[src/rtl/axi_writeback_master.sv]
`default_nettype none
// ============================================================================
//  Module      : axi_writeback_master
//  Description : Write-direction AXI4 master. On a start pulse it streams
//                `length` words from the Output Buffer (starting at src_addr)
//                to DDR at dest_addr as INCR bursts. Bursts are capped at
//                MAX_BURST beats and never cross a 4 KB boundary. done_irq
//                pulses once the last B response has been received.
//                Optional performance counters: define AXI_WB_PERF_CNT_EN.
//  Revision    : 1.0 - initial release
// ============================================================================
module axi_writeback_master #(
    parameter int ADDR_WIDTH     = 10,
    parameter int DATA_WIDTH     = 32,
    parameter int AXI_ADDR_WIDTH = 32,
    parameter int MAX_BURST      = 16
) (
    input  logic                      clk,
    input  logic                      rst,
    input  logic                      start_pulse,
    input  logic [AXI_ADDR_WIDTH-1:0] dest_addr,
    input  logic [ADDR_WIDTH-1:0]     src_addr,
    input  logic [15:0]               length,
    output logic                      done_irq,
    output logic                      busy,
    output logic                      bresp_err,
    output logic                      buf_rd_en,
    output logic [ADDR_WIDTH-1:0]     buf_rd_addr,
    input  logic [DATA_WIDTH-1:0]     buf_rd_data,
    output logic [AXI_ADDR_WIDTH-1:0] m_awaddr,
    output logic [7:0]                m_awlen,
    output logic [2:0]                m_awsize,
    output logic [1:0]                m_awburst,
    output logic                      m_awvalid,
    input  logic                      m_awready,
    output logic [DATA_WIDTH-1:0]     m_wdata,
    output logic [DATA_WIDTH/8-1:0]   m_wstrb,
    output logic                      m_wlast,
    output logic                      m_wvalid,
    input  logic                      m_wready,
    input  logic [1:0]                m_bresp,
    input  logic                      m_bvalid,
    output logic                      m_bready,
    output logic [31:0]               perf_cycles,
    output logic [31:0]               perf_stalls
);

    localparam int          c_BYTES     = DATA_WIDTH / 8;
    localparam int          c_SIZE      = $clog2(c_BYTES);
    localparam logic [16:0] c_MAX_BURST = 17'(MAX_BURST);

    localparam logic [2:0] c_ST_IDLE = 3'd0;
    localparam logic [2:0] c_ST_AW   = 3'd1;
    localparam logic [2:0] c_ST_W    = 3'd2;
    localparam logic [2:0] c_ST_B    = 3'd3;
    localparam logic [2:0] c_ST_DONE = 3'd4;

    logic [2:0]                r_state;
    logic [2:0]                w_state_next;

    logic [AXI_ADDR_WIDTH-1:0] r_awaddr;
    logic [15:0]               r_remaining;
    logic [ADDR_WIDTH-1:0]     r_rd_addr;
    logic [8:0]                r_beats;
    logic [8:0]                r_fetch_left;
    logic [8:0]                r_send_left;
    logic                      r_inflight;
    logic                      r_bresp_err;

    logic [DATA_WIDTH-1:0]     r_fifo [2];
    logic [1:0]                r_cnt;
    logic                      r_wr_ptr;
    logic                      r_rd_ptr;

    logic                      w_start;
    logic                      w_aw_hs;
    logic                      w_b_hs;
    logic                      w_pop;
    logic                      w_push;
    logic                      w_rd_en;
    logic [2:0]                w_occ;
    logic [16:0]               w_rem_ext;
    logic [16:0]               w_to_4k;
    logic [16:0]               w_beats;
    logic [15:0]               w_rem_after;

    assign w_start     = start_pulse && (r_state == c_ST_IDLE);
    assign w_aw_hs     = m_awvalid && m_awready;
    assign w_b_hs      = m_bvalid && m_bready;
    assign w_pop       = m_wvalid && m_wready;
    assign w_push      = r_inflight;
    assign w_rem_after = r_remaining - 16'(r_beats);

    // Occupancy is taken after this cycle's pop so a steady stream keeps one
    // word in the FIFO and one read in flight, sustaining 1 beat per cycle.
    assign w_occ   = {1'b0, r_cnt} - {2'b00, w_pop} + {2'b00, r_inflight};
    assign w_rd_en = (r_state == c_ST_W) && (r_fetch_left != 9'd0) && (w_occ < 3'd2);

    // Words left before the next 4 KB page; bounds the burst with remaining/MAX.
    assign w_rem_ext = {1'b0, r_remaining};
    assign w_to_4k   = {4'b0000, 13'h1000 - {1'b0, r_awaddr[11:0]}} >> c_SIZE;

    // Burst length = min(remaining, MAX_BURST, words to 4 KB boundary).
    always_comb begin
        w_beats = w_rem_ext;
        if (w_beats > c_MAX_BURST) begin
            w_beats = c_MAX_BURST;
        end
        if (w_beats > w_to_4k) begin
            w_beats = w_to_4k;
        end
    end

    // State register.
    always_ff @(posedge clk) begin
        if (rst) begin
            r_state <= c_ST_IDLE;
        end else begin
            r_state <= w_state_next;
        end
    end

    // Next-state logic; an empty job passes through AW without a request.
    always_comb begin
        w_state_next = r_state;
        case (r_state)
            c_ST_IDLE: if (start_pulse) w_state_next = c_ST_AW;
            c_ST_AW: begin
                if (r_remaining == 16'd0) begin
                    w_state_next = c_ST_DONE;
                end else if (m_awready) begin
                    w_state_next = c_ST_W;
                end
            end
            c_ST_W: if (w_pop && (r_send_left == 9'd1)) w_state_next = c_ST_B;
            c_ST_B: begin
                if (m_bvalid) begin
                    w_state_next = (w_rem_after != 16'd0) ? c_ST_AW : c_ST_DONE;
                end
            end
            c_ST_DONE: w_state_next = c_ST_IDLE;
            default:   w_state_next = c_ST_IDLE;
        endcase
    end

    // State-decoded outputs.
    always_comb begin
        busy      = 1'b0;
        done_irq  = 1'b0;
        m_awvalid = 1'b0;
        m_awlen   = 8'd0;
        m_bready  = 1'b0;
        case (r_state)
            c_ST_AW: begin
                busy = 1'b1;
                if (r_remaining != 16'd0) begin
                    m_awvalid = 1'b1;
                    m_awlen   = w_beats[7:0] - 8'd1;
                end
            end
            c_ST_W: busy = 1'b1;
            c_ST_B: begin
                busy     = 1'b1;
                m_bready = 1'b1;
            end
            c_ST_DONE: begin
                busy     = 1'b1;
                done_irq = 1'b1;
            end
            default: ;
        endcase
    end

    assign m_awaddr    = r_awaddr;
    assign m_awsize    = 3'(c_SIZE);
    assign m_awburst   = 2'b01;
    assign m_wvalid    = (r_cnt != 2'd0);
    assign m_wdata     = r_fifo[r_rd_ptr];
    assign m_wstrb     = {c_BYTES{m_wvalid}};
    assign m_wlast     = m_wvalid && (r_send_left == 9'd1);
    assign buf_rd_en   = w_rd_en;
    assign buf_rd_addr = r_rd_addr;
    assign bresp_err   = r_bresp_err;

    // Job registers, burst bookkeeping and read-address generation.
    always_ff @(posedge clk) begin
        if (rst) begin
            r_awaddr     <= '0;
            r_remaining  <= 16'd0;
            r_rd_addr    <= '0;
            r_beats      <= 9'd0;
            r_fetch_left <= 9'd0;
            r_send_left  <= 9'd0;
            r_inflight   <= 1'b0;
            r_bresp_err  <= 1'b0;
        end else begin
            r_inflight <= w_rd_en;
            if (w_start) begin
                r_awaddr    <= dest_addr;
                r_remaining <= length;
                r_rd_addr   <= src_addr;
                r_bresp_err <= 1'b0;
            end
            if (w_aw_hs) begin
                r_beats      <= 9'(w_beats);
                r_fetch_left <= 9'(w_beats);
                r_send_left  <= 9'(w_beats);
            end
            if (w_rd_en) begin
                r_fetch_left <= r_fetch_left - 9'd1;
                r_rd_addr    <= r_rd_addr + 1'b1;
            end
            if (w_pop) begin
                r_send_left <= r_send_left - 9'd1;
            end
            if (w_b_hs) begin
                if (m_bresp != 2'b00) begin
                    r_bresp_err <= 1'b1;
                end
                r_awaddr    <= r_awaddr + (AXI_ADDR_WIDTH'(r_beats) << c_SIZE);
                r_remaining <= w_rem_after;
            end
        end
    end

    // Two-entry skid FIFO between the buffer read port and the W channel.
    always_ff @(posedge clk) begin
        if (rst) begin
            r_fifo[0] <= '0;
            r_fifo[1] <= '0;
            r_cnt     <= 2'd0;
            r_wr_ptr  <= 1'b0;
            r_rd_ptr  <= 1'b0;
        end else begin
            if (w_push) begin
                r_fifo[r_wr_ptr] <= buf_rd_data;
                r_wr_ptr         <= ~r_wr_ptr;
            end
            if (w_pop) begin
                r_rd_ptr <= ~r_rd_ptr;
            end
            r_cnt <= r_cnt + {1'b0, w_push} - {1'b0, w_pop};
        end
    end

`ifdef AXI_WB_PERF_CNT_EN
    logic [31:0] r_perf_cycles;
    logic [31:0] r_perf_stalls;

    // Saturating job-cycle and W-stall counters, cleared on accepted start.
    always_ff @(posedge clk) begin
        if (rst || w_start) begin
            r_perf_cycles <= 32'd0;
            r_perf_stalls <= 32'd0;
        end else begin
            if (busy && (r_perf_cycles != 32'hFFFF_FFFF)) begin
                r_perf_cycles <= r_perf_cycles + 32'd1;
            end
            if (m_wvalid && !m_wready && (r_perf_stalls != 32'hFFFF_FFFF)) begin
                r_perf_stalls <= r_perf_stalls + 32'd1;
            end
        end
    end

    assign perf_cycles = r_perf_cycles;
    assign perf_stalls = r_perf_stalls;
`else
    assign perf_cycles = 32'd0;
    assign perf_stalls = 32'd0;
`endif

endmodule
`default_nettype wire
[config.mk]
export PLATFORM = sky130hd
export DESIGN_NAME = axi_writeback_master
export DESIGN_NICKNAME = d
export VERILOG_FILES = /design/src/rtl/axi_writeback_master.sv
export SDC_FILE = /design/constraint.sdc
export NUM_CORES = 1
export LEC_CHECK = 0
export ABC_AREA = 1
export CORE_ASPECT_RATIO = 0.7
export CORE_MARGIN = 10
export CORE_UTILIZATION = 55
export DETAILED_ROUTE_END_ITERATION = 7
export MAX_ROUTING_LAYER = met4
export PLACE_DENSITY_LB_ADDON = 0.1
export SLEW_MARGIN = 20
export SYNTH_ARGS = -nofsm -noshare
export SYNTH_HDL_FRONTEND = slang
export SYNTH_SLANG_ARGS = --single-unit
[constraint.sdc]
create_clock -name clk -period 8.9 [get_ports clk]
set_input_delay 1.78 -clock clk [delete_from_list [all_inputs] [get_ports clk]]
set_output_delay 1.78 -clock clk [all_outputs]
set_load 0.05 [all_outputs]
# --- Yosys cells after proc, flatten, opt, wreduce, memory -nomap -nowiden ---
# Memory sizes are Yosys's and may differ from the RTL's. A register that Yosys moved wholly into a read port is not among the register bits.
# Cells that the tools add are included.
totals:
  in_bits: 98
  mem_bits_rw: 64
  out_inout_bits: 163
  n_memories: 1
  regBits: 94
mem_list:
  columns: ["memory", "depth", "width", "read_ports", "rd_ports_with_merged_regs", "write_ports", "line", "source"]
  rows:
  - ["r_fifo", 2, 32, 1, 1, 2, "70", "logic [DATA_WIDTH-1:0] r_fifo [2];"]
op_classes:
  n_bitwise: 2
  mux: 38
  n_lt_le_gt_ge: 3
  reduce_logical: 22
  addsub: 11
  eq_ne: 9
op_table:
  columns: ["operator", "n"]
  rows:
  - ["$mux W32", 3]
  - ["$mux W16", 3]
  - ["$mux W9", 4]
  - ["$add A32 B11 Y32", 1]
  - ["$reduce_bool A16 Y1", 2]
  - ["$reduce_or A32 Y1", 1]
  - ["$mux W10", 2]
  - ["$mux W3", 6]
  - ["$sub A9 B1 Y9 const B", 2]
  - ["$mux W1", 17]
  - ["$gt A16 B11 Y1", 1]
  - ["$gt A16 B5 Y1 const B", 1]
  - ["$logic_not A16 Y1", 1]
  - ["$mux W8", 2]
  - ["$sub A16 B9 Y16", 1]
  - ["$sub A13 B12 Y13 const A", 1]
  - ["$pmux W3 S4", 1]
  - ["$reduce_bool A2 Y1", 6]
  - ["$add A10 B1 Y10 const B", 1]
  - ["$eq A9 B1 Y1 const B", 1]
  - ["$reduce_bool A9 Y1", 1]
  - ["$logic_and A1 B1 Y1", 8]
  - ["$sub A8 B1 Y8 const B", 1]
  - ["$eq A3 B2 Y1 const B", 2]
  - ["other kinds (14)", 16]

# --- Logic depth before layout (Yosys ltp) ---
logic_depth:
  word_depth: 7
  ltp_mapped: 24
  depth_no_buf: 24

# --- Worst setup path before layout ---
# Ideal clock, no wire load.
synth_path:
  path_type: "input to output"
  start: "in m_wready"
  end: "out buf_rd_en"
  stages: 14
  path_slack_ps: 3033
  t_required_ps: 7120
  arrival_time_ps: 4087
  n_path_buf: 2
  path_cell_list: "nand2_1 > inv_1 > clkbuf_1 > ha_1 > inv_1 > ha_1 > inv_1 > fa_1 > o21a_1 > nand3_2 > inv_1 > nand2_4 > inv_2 > buf_4"
synth_between:
  elab_chain_cells: 5
synth_rtl:
  columns: ["element", "line", "source"]
  rows:
  - ["start, declared", "40", "input logic m_wready,"]
  - ["$logic_and A1 B1 Y1", "90", "assign w_pop = m_wvalid && m_wready;"]
  - ["net w_pop", "78", "logic w_pop;"]
  - ["$sub A2 B1 Y3", "96", "assign w_occ = {1'b0, r_cnt} - {2'b00, w_pop} + {2'b00, r_inflight};"]
  - ["$add A3 B1 Y3", "96", null]
  - ["$lt A3 B2 Y1", "97", "assign w_rd_en = (r_state == c_ST_W) && (r_fetch_left != 9'd0) && (w_occ < 3'd2);"]
  - ["$logic_and A1 B1 Y1", "97", null]
  - ["end, declared", "27", "output logic buf_rd_en,"]
# The timed path passes the listed nets, and every way through them passes these cells.

# --- Worst setup path after layout ---
layout_path:
  start: "in m_wready"
  end: "out buf_rd_en"
layout_between:
  elab_chain_cells: 5
layout_rtl:
  columns: ["element", "line"]
  rows:
  - ["$logic_and A1 B1 Y1", "90"]
  - ["$sub A2 B1 Y3", "96"]
  - ["$add A3 B1 Y3", "96"]
  - ["$lt A3 B2 Y1", "97"]
  - ["$logic_and A1 B1 Y1", "97"]
# No other way between the ends.

==> run_results.csv <==
group,metric,value,unit
detailed_routing,dr.pass1.iters,5,
synthesis,yosys_register_bits,159,
setup_path,crit_path_end,"buf_rd_en",
detailed_routing,vias,9581,
cts,cts-hold-fix-buffers,0,
power,p_switching,2.008,mW
sta,rsz0062_at_grt,"false",
synthesis,synth-edff-count,64,
floorplan,initial_core_util,55.80,%
power,sw_frac_of_total,49.76,%
detailed_routing,post_drt_wl_per_cell,16.16,um
synthesis,avgSynthCellArea,7.450,um^2
placed_design,dp_hpwl,22.68,mm
sta,tightest_slew,1.032,ns
sta,clock_skew,0.009982,ns
outcome,status,"completed",
power,leakage,5.596,nW
cts,clk_pin_slew,0.07,ns
setup_path,r2r_slack,5.15,ns
detailed_routing,routed.top_layer,"met4",
cts,numCtsBuffers,17,
setup_path,cp_common_cell,"inv_1",
cts,post_cts_buffers,0,
cts,clock_sinks,159,
sta,slew_headroom,30.79,%
final_layout,seqCellArea,3824,um^2
detailed_routing,detail-route-antenna-nets,0,
power,power_frac_seq,24.6,%
sta,finalSetupViolCount,0,
final_layout,nNetsFinal,1729,
setup_path,crit_start,"m_wready",
setup_path,cp-end-kind,"output port",
cts,cts_max_path_buffers,2,
final_layout,multiInputGateArea,5478,um^2
power,p_comb_share,56.7,%
synthesis,synthFlopType,"dfxtp_1",
detailed_routing,vias_per_cell,5.187,
setup_path,max_stage_delay,0.90,ns
floorplan,die_h,135.7,um
sta,clock.fmax,136.9,MHz
global_route,track_usage,24.33,%
sta,final_max_slew_viol_count,0,
setup_path,regToRegStartpoint,"r_cnt[1]",
floorplan,num_rows,42,
final_layout,area_growth_syn_to_layout,22.96,%
synthesis,synthesis.area,10530,um^2
power,pwr-share-clk,18.7,%
floorplan,core_area,18870,um^2
detailed_routing,drtIter0Drc,778,
final_layout,num_antenna_cells,0,
sta,period_share,82.07,%
synthesis,synth_seq_area_share,36.32,%
cts,cts_tree,"done",
setup_path,cp_data_arrival_time,5.52,ns
power,peakVddDrop,188.3,uV
power,p_per_area,311.8,nW/um^2
flow_run,cap_violations,0,
synthesis,ys_async_sr_fraction,0,%
synthesis,postSynthCellCount,1413,
placed_design,portBuffers,191,
final_layout,drive_gt1_share,9.657,%
power,p_total,4.036,mW
cts,root_buffer,"clkbuf_16",
cts,clkLatencyLatePin,0.44,ns
sta,hold_viol,0,
setup_path,worstPathCellList,"clkdlybuf4s50_1, nand2_1, inv_1, ha_1, inv_1, ha_1, inv_1, fa_1, o21a_1, nand3_2, inv_1, nand2_4, inv_2, clkdlybuf4s50_1",
setup_path,r2r-end,"buf_rd_addr[9]",
hold_path,min_path_type,"register to register",
global_route,grt_start_max_net_pins,79,
setup_path,slowest_stage,"clkdlybuf4s50_1",
synthesis,yosysWarnings,0,
global_route,grt_pass1_wl,47.41,mm
global_route,grt_pass1_vias,9090,
detailed_routing,met2_length,12.55,mm
setup_path,cp-start-kind,"input port",
hold_path,worstHoldStart,"r_rd_ptr",
global_route,grt_overflow,0,
setup_path,ff2ff_path_depth,18,
cts,htreeDepth,4,
setup_path,crit_required,7.12,ns
floorplan,die_area,25160,um^2
detailed_routing,wl_met1,14.36,mm
placed_design,gp_congestion,0.9270,
floorplan,io-pin-count,261,
sta,fin_tns_setup,0,ns
setup_path,worstSetupPathType,"input port to output port",
detailed_routing,routed_wl,29.86,mm
synthesis,synthDistinctLibCells,60,
floorplan,die_w,185.4,um
detailed_routing,drc,0,
final_layout,n_fill_cell,1576,
detailed_routing,wl_met3,2.692,mm
cts,cts_resized,0,
power,internal_power,2.028,mW
sta,min_period,7.304,ns
setup_path,cp_max_fo,17,
global_route,antenna_found_initial,0,
## cells in the mapped netlist (3+ instances only)
cell / n / area, um^2
nand3_1: 69 / 345.3
buf_4: 78 / 585.6
mux2_2: 32 / 360.4
a31oi_1: 42 / 262.8
nor2_2: 10 / 62.56
nand3_2: 5 / 50.05
edfxtp_1: 64 / 1922
nand2_4: 8 / 90.09
o211ai_1: 4 / 30.03
nand2_2: 13 / 81.33
nand4_1: 14 / 87.58
nand2_1: 307 / 1152
dfxtp_1: 95 / 1902
or2_2: 6 / 37.54
fa_1: 3 / 60.06
buf_1: 5 / 18.77
xnor2_1: 9 / 78.83
clkinv_1: 3 / 11.26
nor3_1: 18 / 90.09
a221oi_1: 4 / 35.03
nor2_4: 5 / 56.30
o21ai_1: 4 / 20.02
buf_2: 8 / 40.04
nand3b_1: 3 / 22.52
nor2_1: 158 / 593.1
o21ai_2: 3 / 26.28
a21oi_1: 73 / 365.4
nor4_1: 3 / 18.77
clkbuf_1: 21 / 78.83
nor3_2: 3 / 30.03
inv_1: 187 / 701.9
ha_1: 36 / 450.4
xor2_1: 21 / 183.9
inv_2: 12 / 45.04
o21a_1: 5 / 37.54
o21ai_0: 51 / 255.2
## stage by stage
stage                     instances  hold slack (ns)  util, %  setup WS (ns)  instance area (um^2)
after global routing           1847           0.4966    68.61          1.349                 12940
final                          1847           0.4707    68.61          1.596                 12940
after floorplan                1486           0.4257        -          3.033                 10800
after CTS                      1847           0.4697    68.61          1.620                 12940
after global placement         1815           0.4383    65.43          1.668                 12340
after detailed placement       1815           0.4483    65.43          1.621                 12340
## worst min path at each step
stage,end,slack [ns],depth (start not counted)
after global routing,bresp_err,0.50,2
after CTS,register,0.47,1
after floorplan,register,0.43,1
final,r_rd_ptr,0.47,1
after global placement,register,0.44,1
after detailed placement,register,0.45,1
## per-layer routing
metal	GRT usage, %	vias to the layer above
met4	5.401	0
met2	34.54	398
met3	5.895	21
li1	-	4808
met1	34.08	4354
met5	-	-
## kinds of logic (layout without fill, tap and decap cells)
kind of cell	after synthesis	count (layout)	share of synthesized area [%]
simple gates	639	639	27.84
buf+inv	316	435	14.24
compound gates	196	196	10.76
flops	159	159	36.32
fa+ha+maj	39	39	4.850
mux	32	32	3.423
xor+xnor	30	30	2.496
other cells	2	75	0.07134
## layout by cell type (no fill, tap or decap), drive strengths merged, types with 17 or more instances in the layout
cell / synthesis / routed
conb: 2 / 75
a31oi: 42 / 42
inv: 200 / 210
ha: 36 / 36
a21oi: 73 / 73
clkdlybuf4s50: 0 / 190
mux2: 32 / 32
nand2: 329 / 329
o21ai: 58 / 58
nor3: 23 / 23
dfxtp: 95 / 95
clkbuf: 21 / 17
edfxtp: 64 / 64
nand3: 75 / 75
nor2: 175 / 175
xor2: 21 / 21
## critical path: cells and delay by family
| kind | cells | cell delay (ns) |
|---|---|---|
| buf+inv | 7 | 2.27 |
| fa+ha+maj | 3 | 0.95 |
| simple gates | 3 | 0.38 |
| compound gates | 1 | 0.14 |
## layout make-up
cell class,count,share of cell area (%)
clock buffers,17,3.287
clock inverters,15,1.353
inverters,203,5.906
multi-input cells,1011,42.32
flip-flops and latches,159,29.54
well taps,242,2.339
repair buffers,200,15.25
## power by group through the flow
stage,Combinational (mW),Clock (mW),Sequential (mW)
3_5_place_dp,2.26,0,1.00
3_3_place_gp,2.24,0,1.00
5_1_grt,2.51,0.793,1.01
6_report,2.29,0.755,0.993
2_1_floorplan,1.62,0,1.10
4_1_cts,2.27,0.763,0.989
## flip-flops by register name, summed over array words and instances, names as in the netlist, named ones only
register and count:
r_beats 9, bresp_err 1, r_fetch_left 9, r_state 3, r_send_left 9, m_awaddr 32, buf_rd_addr 10, r_fifo 64
r_remaining 16, r_wr_ptr 1, r_rd_ptr 1, r_inflight 1, r_cnt 2
No activity file was read; power rests on OpenSTA's default activity.
